`config.mk`:
```
export PLATFORM = sky130hd
export DESIGN_NAME = prod_accumulator_flat
export DESIGN_NICKNAME = d
export VERILOG_FILES = /design/src/rtl/prod_accumulator_if.sv /design/src/rtl/prod_accumulator.sv /design/src/flat_wrapper.sv
export SDC_FILE = /design/constraint.sdc
export NUM_CORES = 1
export LEC_CHECK = 0
export BUFFER_PORTS_ARGS = -buffer_cell sky130_fd_sc_hd__buf_2
export CAP_MARGIN = 0
export CORE_UTILIZATION = 60
export DETAILED_ROUTE_END_ITERATION = 6
export PLACE_DENSITY = 0.82
export SYNTH_ARGS = -nofsm -noshare
export SYNTH_HDL_FRONTEND = slang
export SYNTH_SLANG_ARGS = --single-unit
```
`constraint.sdc`:
```
create_clock -name clk -period 3.4 [get_ports clk]
set_input_delay 0 -clock clk [delete_from_list [all_inputs] [get_ports clk]]
set_output_delay 0 -clock clk [all_outputs]
set_load 0.05 [all_outputs]
```
`src/rtl/prod_accumulator_if.sv`:
```
// prod_accumulator_if: control/product inputs and result-write outputs of prod_accumulator (err only with PROTO_CHECK_EN)
interface prod_accumulator_if #(parameter int W = 32);
  logic         mulOn;
  logic         outLoop;
  logic         mulEnd;
  logic [2*W-1:0] karatProd;
  logic         resWe;
  logic [2:0]   resAddr;
  logic [W-1:0] resData;
  logic         done;
`ifdef PROTO_CHECK_EN
  logic         err;
`endif
  modport master(
    output mulOn, outLoop, mulEnd, karatProd,
    input  resWe, resAddr, resData, done
`ifdef PROTO_CHECK_EN
    , err
`endif
  );
  modport slave(
    input  mulOn, outLoop, mulEnd, karatProd,
    output resWe, resAddr, resData, done
`ifdef PROTO_CHECK_EN
    , err
`endif
  );
endinterface

```
`src/rtl/prod_accumulator.sv`:
```
// prod_accumulator: product-scanning column accumulator retiring W-bit result words; PROTO_CHECK_EN adds sticky err
module prod_accumulator #(parameter int W = 32) (
  input  logic clk,
  input  logic rst,
  prod_accumulator_if.slave bus
);
  typedef enum logic {ACC, DONE} state_t;
  state_t state;
  logic [2*W+1:0] acc, sum;
  logic [2:0] wcnt;
  always_comb sum = acc + (bus.mulOn ? {2'b00, bus.karatProd} : '0);
  always_ff @(posedge clk) begin
    if (rst) begin
      state <= ACC;
      acc <= '0;
      wcnt <= '0;
      bus.resWe <= 1'b0;
      bus.resAddr <= '0;
      bus.resData <= '0;
      bus.done <= 1'b0;
    end else begin
      bus.resWe <= 1'b0;
      if (state == ACC) begin
        if (bus.mulEnd) begin
          bus.resData <= sum[W-1:0];
          bus.resAddr <= wcnt;
          bus.resWe <= 1'b1;
          bus.done <= 1'b1;
          acc <= sum;
          state <= DONE;
        end else if (bus.outLoop && wcnt != 3'd7) begin
          bus.resData <= sum[W-1:0];
          bus.resAddr <= wcnt;
          bus.resWe <= 1'b1;
          acc <= sum >> W;
          wcnt <= wcnt + 3'd1;
        end else begin
          acc <= sum;
        end
      end
    end
  end
`ifdef PROTO_CHECK_EN
  logic viol;
  always_comb viol = (state == DONE) ? (bus.mulOn | bus.outLoop | bus.mulEnd)
                   : ((bus.mulOn & bus.outLoop) | (bus.outLoop & (wcnt == 3'd7))
                   | (bus.mulEnd & ((wcnt != 3'd7) | (acc[2*W+1:W] != '0))));
  always_ff @(posedge clk) bus.err <= rst ? 1'b0 : (bus.err | viol);
`endif
endmodule

```
`src/flat_wrapper.sv`:
```
// flat-port wrapper written by rule: the top's interface ports become plain ports
module prod_accumulator_flat 
#(parameter int W = 32)
  (clk, rst, bus_mulOn, bus_outLoop, bus_mulEnd, bus_karatProd, bus_resWe, bus_resAddr, bus_resData, bus_done);
  prod_accumulator_if #(.W(W)) bus_i ();
  input  logic clk;
  input  logic rst;
  input wire logic [$bits(bus_i.mulOn)-1:0] bus_mulOn;
  input wire logic [$bits(bus_i.outLoop)-1:0] bus_outLoop;
  input wire logic [$bits(bus_i.mulEnd)-1:0] bus_mulEnd;
  input wire logic [$bits(bus_i.karatProd)-1:0] bus_karatProd;
  output wire logic [$bits(bus_i.resWe)-1:0] bus_resWe;
  output wire logic [$bits(bus_i.resAddr)-1:0] bus_resAddr;
  output wire logic [$bits(bus_i.resData)-1:0] bus_resData;
  output wire logic [$bits(bus_i.done)-1:0] bus_done;
  assign bus_i.mulOn = bus_mulOn;
  assign bus_i.outLoop = bus_outLoop;
  assign bus_i.mulEnd = bus_mulEnd;
  assign bus_i.karatProd = bus_karatProd;
  assign bus_resWe = bus_i.resWe;
  assign bus_resAddr = bus_i.resAddr;
  assign bus_resData = bus_i.resData;
  assign bus_done = bus_i.done;
  prod_accumulator #(.W(W)) u_core (.clk(clk), .rst(rst), .bus(bus_i));
endmodule
```
# Yosys cells after proc, flatten, opt, wreduce, memory -nomap -nowiden
# Index checks and enable logic that the tools add are counted.
dict set report totals {
  regBits 107
  inputBits 69
  out_inout_bits 37
  wordCells 29
}
dict set report op_classes {
  addsub 2
  n_eq_ne 1
  muxes 11
  n_bitwise 2
  reduce_logical 6
}
# operator n
set ops {}
lappend ops {{66-bit two-way mux} 2}
lappend ops {{66-bit adder} 1}
lappend ops {{32-bit two-way mux} 2}
lappend ops {{64-bit two-way mux} 1}
lappend ops {{3-bit two-way mux} 2}
lappend ops {{1-bit two-way mux} 4}
lappend ops {{2-bit AND reduction} 2}
lappend ops {{3-bit by 1-bit adder with 3-bit output, second input constant} 1}
lappend ops {{3-bit inequality test, second input constant} 1}
lappend ops {{3-bit AND reduction} 1}
lappend ops {{1-bit inverter} 2}
lappend ops {{2-bit nonzero test} 1}
lappend ops {{2-bit OR reduction} 1}
lappend ops {{1-bit logical AND} 1}

# Depth between registers and ports, before layout
# Gate-level depths: netlist of run 1.
dict set report logic_depth {
  word_depth 4
  mapped_depth 15
  ltp_nobuf 13
}

# Worst setup path before layout of run 1
# No wires, ideal clock.
dict set report synth_path {
  path_kind {input port to flip-flop}
  from {input port bus_mulOn}
  to {register u_core.acc[20]}
  setup_ns 0.141
  arrival_ns 2.748
  t_required_ns 3.259
  path_slack_ns 0.511
  path_stages 14
  n_path_buf 1
  path_cell_list {clkbuf_1 > and2_1 > ha_1 > fa_1 > a211oi_1 > o21bai_1 > a21oi_2 > o32ai_1 > o31ai_1 > o21ai_2 > a21oi_1 > nand2b_1 > mux2i_1 > a211oi_1}
}
dict set report synth_between {
  elab_chain_len 4
}
# element line
set synth_rtl {}
lappend synth_rtl {{start, declared} flat_wrapper.sv:8} ;# input wire logic [$bits(bus_i.mulOn)-1:0] bus_mulOn;
lappend synth_rtl {{64-bit two-way mux *} prod_accumulator.sv:11} ;# always_comb sum = acc + (bus.mulOn ? {2'b00, bus.karatProd} : '0);
lappend synth_rtl {{66-bit adder *} prod_accumulator.sv:11}
lappend synth_rtl {{66-bit two-way mux} prod_accumulator.sv:31} ;# end else if (bus.outLoop && wcnt != 3'd7) begin
lappend synth_rtl {{66-bit two-way mux *} prod_accumulator.sv:24} ;# if (bus.mulEnd) begin
lappend synth_rtl {{end signal, assigned} prod_accumulator.sv:29} ;# acc <= sum;
lappend synth_rtl {{end signal, assigned} prod_accumulator.sv:35} ;# acc <= sum >> W;
lappend synth_rtl {{end signal, assigned} prod_accumulator.sv:38} ;# acc <= sum;
lappend synth_rtl {{end, declared} prod_accumulator.sv:9} ;# logic [2*W+1:0] acc, sum;
# Mark *: on every way between the ends. The rest lies on a longest branch, timed or not.
# A chain may end at the register's enable or synchronous reset.

# Final worst setup path of run 1
dict set report layout_path {
  from {register u_core.acc[0]}
  to {register u_core.acc[54]}
}
dict set report layout_between {
  elab_chain_len 3
}
# element line
set layout_rtl {}
lappend layout_rtl {{66-bit adder *} prod_accumulator.sv:11}
lappend layout_rtl {{66-bit two-way mux} prod_accumulator.sv:31}
lappend layout_rtl {{66-bit two-way mux *} prod_accumulator.sv:24}
# Marked as above.

==> reports/results.tsv, run 1 <==
stage	metric	value	unit
detailed_routing	vias	8855	
global_route	grt_max_degree	53	
synth	yosys_warnings	0	
worst_setup_path	worstReg2RegEnd	u_core.acc[54]	
worst_setup_path	crit_slowest_cell	fa_1	
worst_setup_path	critPathRequiredTime	3660	ps
detailed_routing	route.met3.wl	2190	um
sta	hold_viol_final	0	
sta	finalSetupTns	0	ps
clock_network	clock_path_buffers	2	
global_route	track_usage	37.2	%
sta	fmax	316	MHz
worst_setup_path	worstSetupEndpointType	flip-flop	
detailed_routing	wl_met2	11800	um
die	core_area	0.0138	mm2
synth	synth.most_common_cell	nand2_1	
min_path	hold_path_class	in -> reg	
sta	slew_headroom	46.4	%
sta	layout_min_cycle_time	3160	ps
worst_setup_path	crit_fanout	4	
synth	synth_edf_count	0	
detailed_routing	drtPass1Iterations	5	
worst_setup_path	path_common_cell	buf_4	
clock_network	clock_tree.root_cell	clkbuf_16	
synth	yosys.area.top_type	dfxtp_1	
sta	fin_crit_sh	93.0	%
detailed_routing	top_layer	met4	
global_route	grt_pass1_wl	41900	um
synth	synthTopCellsByArea	dfxtp_1 (25%), ha_1 (9.7%), a21oi_1 (8.0%), nand2_1 (7.1%), and2_1 (5.0%)	
global_route	grt_pass1_vias	7959	
power	leakage	4.31	nW
run	max-cap-violations	0	
worst_setup_path	critPathArrivalTime	3420	ps
worst_setup_path	setup.worst_path.start_class	flip-flop	
cells_and_area	syn_to_final_growth	12.7	%
placed_design	routabilityCongestion	1.04	
min_path	min_from	rst	
clock_network	cts_tree	built	
placed_design	dp_hpwl	20700	um
global_route	antenna_found_initial	0	
sta	slew_violations	0	
worst_setup_path	crit_type	reg -> reg	
clock_network	cts_max_level	3	
synth	ys_seq_area_share	25.3	%
power	irDropWorstVdd	0.245	mV
sta	setup_viol	0	
die	dieHeight	121	um
cells_and_area	num_antenna_cells	0	
power	p_total	4.01	mW
clock_network	cts_sinks	107	
worst_setup_path	crit_family	compound AO/OA/AOI/OAI gates	
die	initial_core_util	61.3	%
clock_network	clk_latency	370	ps
cells_and_area	fillers	1194	
worst_setup_path	cpPeakStageDelay	440	ps
global_route	grt_overflow	0	
detailed_routing	drc_errors	0	
synth	syn-num-nets	1276	
die	rows	43	
worst_setup_path	crit_start	u_core.acc[0]	
synth	ys.flop_type	dfxtp_1	
cells_and_area	nNetsFinal	1356	
worst_setup_path	worstPathCellList	ha_1 -> fa_1 -> a211oi_1 -> o21bai_1 -> nand2_1 -> o21ai_2 -> a41o_1 -> a211oi_2 -> buf_4 -> or3_1 -> nand3_1 -> xor2_1 -> buf_4 -> a22o_1	
detailed_routing	m1WireLength	11900	um
worst_setup_path	cp_num_buf_inv	2	
run_status	outcome	finished, final reports clean	
sta	finalClockSkew	8.49	ps
clock_network	cts_buffers	9	
synth	avgSynthCellArea	7.44	um2
synth	synth_cells	1140	
die	die-area	0.0146	mm2
synth	async_reset_ff_share	0	%
min_path	whs_endpoint	u_core.state	
detailed_routing	wl	26900	um
sta	grt_setup_unrepaired	false	
worst_setup_path	worstRegToRegCells	14	
die	ios	106	
placed_design	io_buffers	105	
detailed_routing	routedWlPerCell	19.1	um
sta	tightest_slew	803	ps
synth	synth_seq_cells	107	
detailed_routing	vias_per_cell	6.30	
detailed_routing	antenna_left	0	
detailed_routing	initialDrtViolationCount	985	
worst_setup_path	reg2reg_slack	240	ps
cells_and_area	drive_above_1_share	15.0	%
clock_network	cts_setup_buffers	0	
min_path	hold_path_depth	2	
power	p_per_area	420	mW/mm2
cells_and_area	post-route-util	69.1	%
synth	yosysTopAreaCellShare	25.3	%
synth	syn_area	0.00848	mm2
die	die_x	121	um
worst_setup_path	r2r-start	u_core.acc[0]	
sta	whs	63.1	ps
clock_network	clk_pin_slew	80	ps
synth	synth_commonest_cells	nand2_1 (160), a21oi_1 (135), dfxtp_1 (107)	
synth	synth_cell_type_count	73	
## worst max-delay path by stage
stage,end,cells past startpoint
global route,u_core.acc[27],11
finish,u_core.acc[54],14
detailed placement,u_core.acc[18],15
CTS,u_core.acc[18],13
floorplan,u_core.acc[20],14
global placement,u_core.acc[18],15
## cell families (layout without fill, tap and decap cells)
family                     after synthesis  in the layout  synth area share, %
adders and majority gates               67             67                 9.98
buffers and inverters                  109            194                 4.99
muxes                                    2              2                0.251
DFF                                    107            107                 25.3
AOI/OAI and AO/OA                      383            383                 29.7
and+or+nand+nor                        412            412                 23.6
xor gates and xnor gates                60             60                 6.20
## cells in the final DEF, fill, tap and decap left out, types with 36 or more instances in the layout
| cell | synthesis | routed |
|---|---|---|
| nor2_1 | 74 | 72 |
| xnor2_1 | 40 | 40 |
| a21o_1 | 36 | 36 |
| inv_1 | 36 | 36 |
| buf_2 | 11 | 105 |
| and2_1 | 68 | 68 |
| dfxtp_1 | 107 | 107 |
| a21oi_1 | 135 | 135 |
| nand2_1 | 160 | 160 |
| ha_1 | 66 | 66 |
## power by group
group / total [mW] / switching, mW / internal, mW
logic: 1.49 / 0.973 / 0.514
clock network: 1.06 / 0.532 / 0.531
registers: 1.46 / 0.0787 / 1.38
## flip-flops by register name, summed over array words and instances, names as in the netlist
signal	cells
u_core.bus.resAddr	3
u_core.bus.resData	32
u_core.bus.resWe	1
u_core.wcnt	3
u_core.state	1
u_core.acc	66
u_core.bus.done	1
## worst register-to-register path: cells and delay by family (launching register included)
kind	cells	cell delay, ps
buffers and inverters	2	340
and+or+nand+nor	3	400
xor gates and xnor gates	1	190
DFF	1	320
adders and majority gates	2	690
AOI/OAI and AO/OA	6	1110
## area by class of cell
cell class	instances	area [um2]	share of cell area, %
Clock buffer	11	243	2.54
Multi-Input combinational cell	924	5940	62.2
Sequential cell	107	2140	22.4
Tap cell	180	225	2.36
Inverter	36	135	1.41
Timing Repair Buffer	142	818	8.57
Clock inverter	5	46.3	0.485
## repair_timing
| item | 4_1_cts | 5_1_grt |
|---|---|---|
| endpoints found under the setup margin | 0 | 5 |
| hold endpoints to repair | 2 | 0 |
| hold buffers | 1 | 0 |
| resized for setup | 0 | 3 |
## layer usage
metal | vias to the layer above | track usage [%]
li1 | 4262 | -
met2 | 421 | 57.3
met3 | 58 | 5.83
met4 | 0 | 15.4
met5 | - | 0
met1 | 4114 | 51.4
## through the flow
step           worst slack [ps]  cell area, um2  cells
2_1_floorplan               511            8480   1140
3_3_place_gp                155            9240   1388
3_5_place_dp                164            9240   1388
4_1_cts                     178            9540   1405
5_1_grt                    33.7            9550   1405
6_report                    237            9550   1405
Note: power is estimated with default switching activity, not from simulation.
==> inputs of run 2 (changes only) <==
--- a/config.mk
+++ b/config.mk
@@ -5,11 +5,11 @@
 export SDC_FILE = /design/constraint.sdc
 export NUM_CORES = 1
 export LEC_CHECK = 0
-export BUFFER_PORTS_ARGS = -buffer_cell sky130_fd_sc_hd__buf_2
 export CAP_MARGIN = 0
-export CORE_UTILIZATION = 60
+export CORE_UTILIZATION = 65
 export DETAILED_ROUTE_END_ITERATION = 6
-export PLACE_DENSITY = 0.82
+export DONT_BUFFER_PORTS = 1
+export PLACE_DENSITY = 0.89
 export SYNTH_ARGS = -nofsm -noshare
 export SYNTH_HDL_FRONTEND = slang
 export SYNTH_SLANG_ARGS = --single-unit
==> reports/results.tsv, run 2 (synthesis results as in run 1) <==
stage	metric	value	unit
run_status	outcome	complete, but fails checks	
global_route	antenna_found_initial	0	
cells_and_area	largest_reg_flops	66	
sta	finalClockSkew	12.7	ps
cells_and_area	drive_above_1_share	6.65	%
worst_setup_path	crit_family	compound AO/OA/AOI/OAI gates	
sta	slew_violations	0	
worst_setup_path	worstSetupEndpointType	flip-flop	
worst_setup_path	cp_num_buf_inv	1	
cells_and_area	syn_to_final_growth	6.21	%
clock_network	clk_pin_slew	80	ps
die	core_area	0.0127	mm2
detailed_routing	initialDrtViolationCount	1019	
sta	fin_crit_sh	96.1	%
clock_network	clk_latency	370	ps
cells_and_area	reg_top3	u_core.acc (66), u_core.bus.resData (32)	
die	die-area	0.0135	mm2
power	p_total	3.99	mW
die	initial_core_util	66.9	%
worst_setup_path	crit_fanout	8	
worst_setup_path	critPathRequiredTime	3660	ps
worst_setup_path	path_common_cell	nand4_1	
sta	setup_viol	0	
die	die_x	116	um
placed_design	io_buffers	0	
detailed_routing	routedWlPerCell	21.0	um
power	p_per_area	443	mW/mm2
sta	hold_viol_final	0	
cells_and_area	nNetsFinal	1243	
worst_setup_path	crit_type	reg -> reg	
worst_setup_path	cpPeakStageDelay	470	ps
clock_network	clock_path_buffers	2	
placed_design	dp_hpwl	20000	um
power	irDropWorstVdd	0.274	mV
global_route	grt_max_degree	73	
power	leakage	3.82	nW
global_route	grt_pass1_vias	7700	
run	max-cap-violations	0	
detailed_routing	drc_errors	2	
die	rows	41	
cells_and_area	final_common_cell	nand2_1	
worst_setup_path	critPathArrivalTime	3530	ps
sta	tightest_slew	1020	ps
global_route	grt_overflow	0	
min_path	hold_path_class	in -> reg	
clock_network	clock_tree.root_cell	clkbuf_16	
sta	whs	22.4	ps
die	dieHeight	116	um
worst_setup_path	worstPathCellList	ha_1 -> nand4_1 -> nor2_1 -> nand4_1 -> o32ai_2 -> o31ai_1 -> buf_4 -> o21ai_2 -> xor2_1 -> nand2_1 -> a221oi_1	
worst_setup_path	setup.worst_path.start_class	flip-flop	
die	ios	106	
cells_and_area	final_cell_mix	nand2_1 (160), a21oi_1 (134), dfxtp_1 (107)	
sta	slew_headroom	31.8	%
detailed_routing	vias	8577	
worst_setup_path	crit_slowest_cell	ha_1	
detailed_routing	vias_per_cell	6.68	
clock_network	cts_tree	built	
global_route	track_usage	39.5	%
sta	fmax	306	MHz
sta	layout_min_cycle_time	3270	ps
clock_network	cts_sinks	107	
detailed_routing	antenna_left	0	
detailed_routing	wl	27000	um
clock_network	cts_max_level	3	
detailed_routing	drtPass1Iterations	7	
global_route	grt_pass1_wl	40500	um
cells_and_area	largest_register	u_core.acc	
run_status	violations	design-rule violations	
clock_network	cts_buffers	9	
cells_and_area	num_antenna_cells	0	
placed_design	routabilityCongestion	1.03	
==> run 2: cell types whose count changed in the layout (fill, tap and decap cells not counted), sizes merged <==
cell | previous run | this run
clkinv | 3 | 1
dlygate4sd3 | 1 | 2
bufinv | 0 | 1
clkinvlp | 0 | 1
buf | 141 | 27
clkbuf | 11 | 9
inv | 38 | 40
==> run 2: layout make-up <==
class | instances | area (um2)
timing repair buffer | 29 | 243
tap | 172 | 215
fill | 1092 | 3670
sequential | 107 | 2140
clock buffer | 9 | 225
inverter | 36 | 135
clock inverter | 7 | 80.1
multi-input combinational | 924 | 5960
==> run 2: final timing paths <==
kind / from / end / slack (ps) / cells after the start
worst min-delay path: bus_mulEnd / u_core.bus.resAddr[0] / 20 / 4
worst max register to register: u_core.acc[23] / u_core.acc[12] / 130 / 11
worst max-delay path: u_core.acc[23] / u_core.acc[12] / 130 / 11
worst min register to register: u_core.acc[57] / u_core.acc[57] / 470 / 2
==> run 2: routing by layer <==
layer	GRT usage (%)	wire, um	vias to the layer above
li1	-	-	4035
met1	52.5	11400	3982
met2	64.6	12100	490
met3	5.50	2540	70
met4	15.7	954	0
met5	0	0	-
==> run 2: repair_timing <==
item | in CTS | in global routing
endpoints found under the hold margin | 73 | 0
hold buffers | 3 | 0
gates resized for setup | 0 | 7
endpoints found under the setup margin | 0 | 9
setup buffers | 0 | 3
==> run 2: tightest hold or removal path, delay by kind of cell <==
family / cells / cell delay [ps]
AND/OR/NAND/NOR: 3 / 290
AO/OA/AOI/OAI: 1 / 50
==> run 2: power breakdown <==
| part | switching [mW] | internal (mW) |
|---|---|---|
| clock network | 0.545 | 0.585 |
| logic | 0.787 | 0.448 |
| registers | 0.244 | 1.38 |
| total | 1.58 | 2.41 |
==> run 2: per-stage QoR <==
| step | std cells | instance area [um2] | utilization (%) | TNS (ps) | worst slack [ps] |
|---|---|---|---|---|---|
| 6_report | 1284 | 9000 | 71.1 | 0 | 134 |
| 2_1_floorplan | 1140 | 8480 | - | 0 | 511 |
| 5_1_grt | 1284 | 9000 | 71.1 | -63.3 | -47.7 |
| 4_1_cts | 1281 | 8940 | 70.6 | 0 | 3.01 |
| 3_3_place_gp | 1262 | 8590 | 67.8 | 0 | 132 |
| 3_5_place_dp | 1262 | 8590 | 67.8 | 0 | 105 |
==> inputs of run 3 (changes only) <==
--- a/config.mk
+++ b/config.mk
@@ -10,6 +10,7 @@
 export DETAILED_ROUTE_END_ITERATION = 6
 export DONT_BUFFER_PORTS = 1
 export PLACE_DENSITY = 0.89
+export REMOVE_ABC_BUFFERS = 1
 export SYNTH_ARGS = -nofsm -noshare
 export SYNTH_HDL_FRONTEND = slang
 export SYNTH_SLANG_ARGS = --single-unit
==> reports/results.tsv, run 3 (synthesis results as in run 1) <==
stage	metric	value	unit
clock_network	clock_tree.root_cell	clkbuf_16	
sta	grt_setup_unrepaired	false	
placed_design	io_buffers	0	
clock_network	cts_tree	built	
clock_network	cts_max_level	3	
run	max-cap-violations	0	
min_path	hold_path_class	in -> reg	
sta	setup_viol	0	
sta	slew_headroom	16.9	%
cells_and_area	largest_register	u_core.acc	
worst_setup_path	worstPathCellList	ha_1 -> a21oi_1 -> nor2_1 -> o41a_1 -> a211oi_1 -> inv_1 -> a211oi_2 -> or3_1 -> nand3_1 -> xor2_1 -> a22o_1	
run_status	outcome	finished, final reports clean	
sta	tightest_slew	1240	ps
sta	layout_min_cycle_time	3250	ps
detailed_routing	vias	8609	
detailed_routing	antenna_left	0	
global_route	grt_overflow	0	
clock_network	clock_path_buffers	2	
global_route	grt_pass1_wl	40800	um
die	ios	106	
worst_setup_path	crit_slowest_cell	ha_1	
placed_design	dp_hpwl	19600	um
cells_and_area	reg_top3	u_core.acc (66), u_core.bus.resData (32)	
die	rows	41	
power	p_per_area	438	mW/mm2
sta	finalSetupTns	0	ps
worst_setup_path	critPathArrivalTime	3550	ps
worst_setup_path	crit_fanout	8	
power	p_total	3.92	mW
detailed_routing	vias_per_cell	6.72	
worst_setup_path	worst-path-stages	11	
detailed_routing	drc_errors	0	
worst_setup_path	cpPeakStageDelay	430	ps
cells_and_area	nNetsFinal	1240	
min_path	hold_path_depth	3	
die	die_x	116	um
cells_and_area	largest_reg_flops	66	
worst_setup_path	worstRegToRegCells	11	
global_route	track_usage	39.1	%
sta	finalClockSkew	14.5	ps
cells_and_area	drive_above_1_share	6.13	%
power	irDropWorstVdd	0.273	mV
die	die-area	0.0135	mm2
clock_network	cts_sinks	107	
clock_network	cts_buffers	9	
sta	slew_violations	0	
worst_setup_path	crit_family	compound AO/OA/AOI/OAI gates	
die	initial_core_util	66.9	%
worst_setup_path	crit_type	reg -> reg	
sta	fmax	308	MHz
detailed_routing	routedWlPerCell	20.5	um
detailed_routing	wl	26200	um
worst_setup_path	cp_num_buf_inv	1	
clock_network	clk_pin_slew	90	ps
cells_and_area	num_antenna_cells	0	
global_route	grt_pass1_vias	7883	
worst_setup_path	critPathRequiredTime	3700	ps
detailed_routing	drtPass1Iterations	6	
cells_and_area	syn_to_final_growth	5.58	%
power	leakage	3.79	nW
cells_and_area	final_common_cell	nand2_1	
detailed_routing	initialDrtViolationCount	1051	
worst_setup_path	setup.worst_path.start_class	flip-flop	
cells_and_area	final_cell_mix	nand2_1 (160), a21oi_1 (134), dfxtp_1 (107)	
die	core_area	0.0127	mm2
sta	fin_crit_sh	95.6	%
global_route	antenna_found_initial	0	
global_route	grt_max_degree	73	
die	dieHeight	116	um
sta	hold_viol_final	0	
placed_design	routabilityCongestion	1.03	
clock_network	clk_latency	380	ps
worst_setup_path	worstSetupEndpointType	flip-flop	
[run 3: report_power, final]
part / leakage [nW] / internal, mW / switching [mW]
registers: 0.879 / 1.38 / 0.240
logic: 2.77 / 0.443 / 0.773
clock network: 0.138 / 0.517 / 0.564
[run 3: repair_timing]
| action | in CTS | in global routing |
|---|---|---|
| hold buffers | 4 | 0 |
| setup buffers | 0 | 2 |
| hold endpoints to repair | 73 | 0 |
| gates resized for setup | 0 | 3 |
| setup endpoints to repair | 0 | 13 |
[run 3: worst reg2reg max path, stage by stage, from the launching register on]
cell,delay [ps]
dfxtp_1,330
ha_1,430
a21oi_1,200
nor2_1,80
o41a_1,430
a211oi_1,260
inv_1,90
a211oi_2,410
or3_1,250
nand3_1,130
xor2_1,360
a22o_1,210
[run 3: area by class of cell]
class,instances,area (um2)
clock buffers,9,225
repair buffers,26,223
well taps,172,215
inverters,36,135
clock inverters,7,71.3
flip-flops and latches,107,2140
fillers,1100,3720
multi-input cells,924,5940
[run 3: through the flow]
step | area [um2] | utilization [%] | hold WS (ps) | worst slack [ps] | instances
floorplan | 8190 | - | 69.1 | 302 | 1067
global placement | 8570 | 67.6 | 75.0 | 182 | 1259
detailed placement | 8570 | 67.6 | 76.4 | 156 | 1259
CTS | 8920 | 70.4 | 20.8 | 113 | 1279
global route | 8950 | 70.6 | 51.2 | 33.6 | 1281
finish | 8950 | 70.6 | 26.8 | 150 | 1281
[run 3: metal layers]
metal  vias to the layer above  GRT usage, %  wire, um
met3                        82          7.78      2760
met4                         0          16.0       930
li1                       4029             -         -
met5                         -             0         0
met1                      3980          51.7     10800
met2                       518          62.5     11800
[run 3: final timing paths]
path,startpoint,slack [ps],end
setup / recovery,u_core.acc[23],150,u_core.acc[54]
hold / removal,rst,30,u_core.acc[31]
setup reg to reg,u_core.acc[23],150,u_core.acc[54]
hold reg to reg,u_core.acc[57],460,u_core.acc[57]
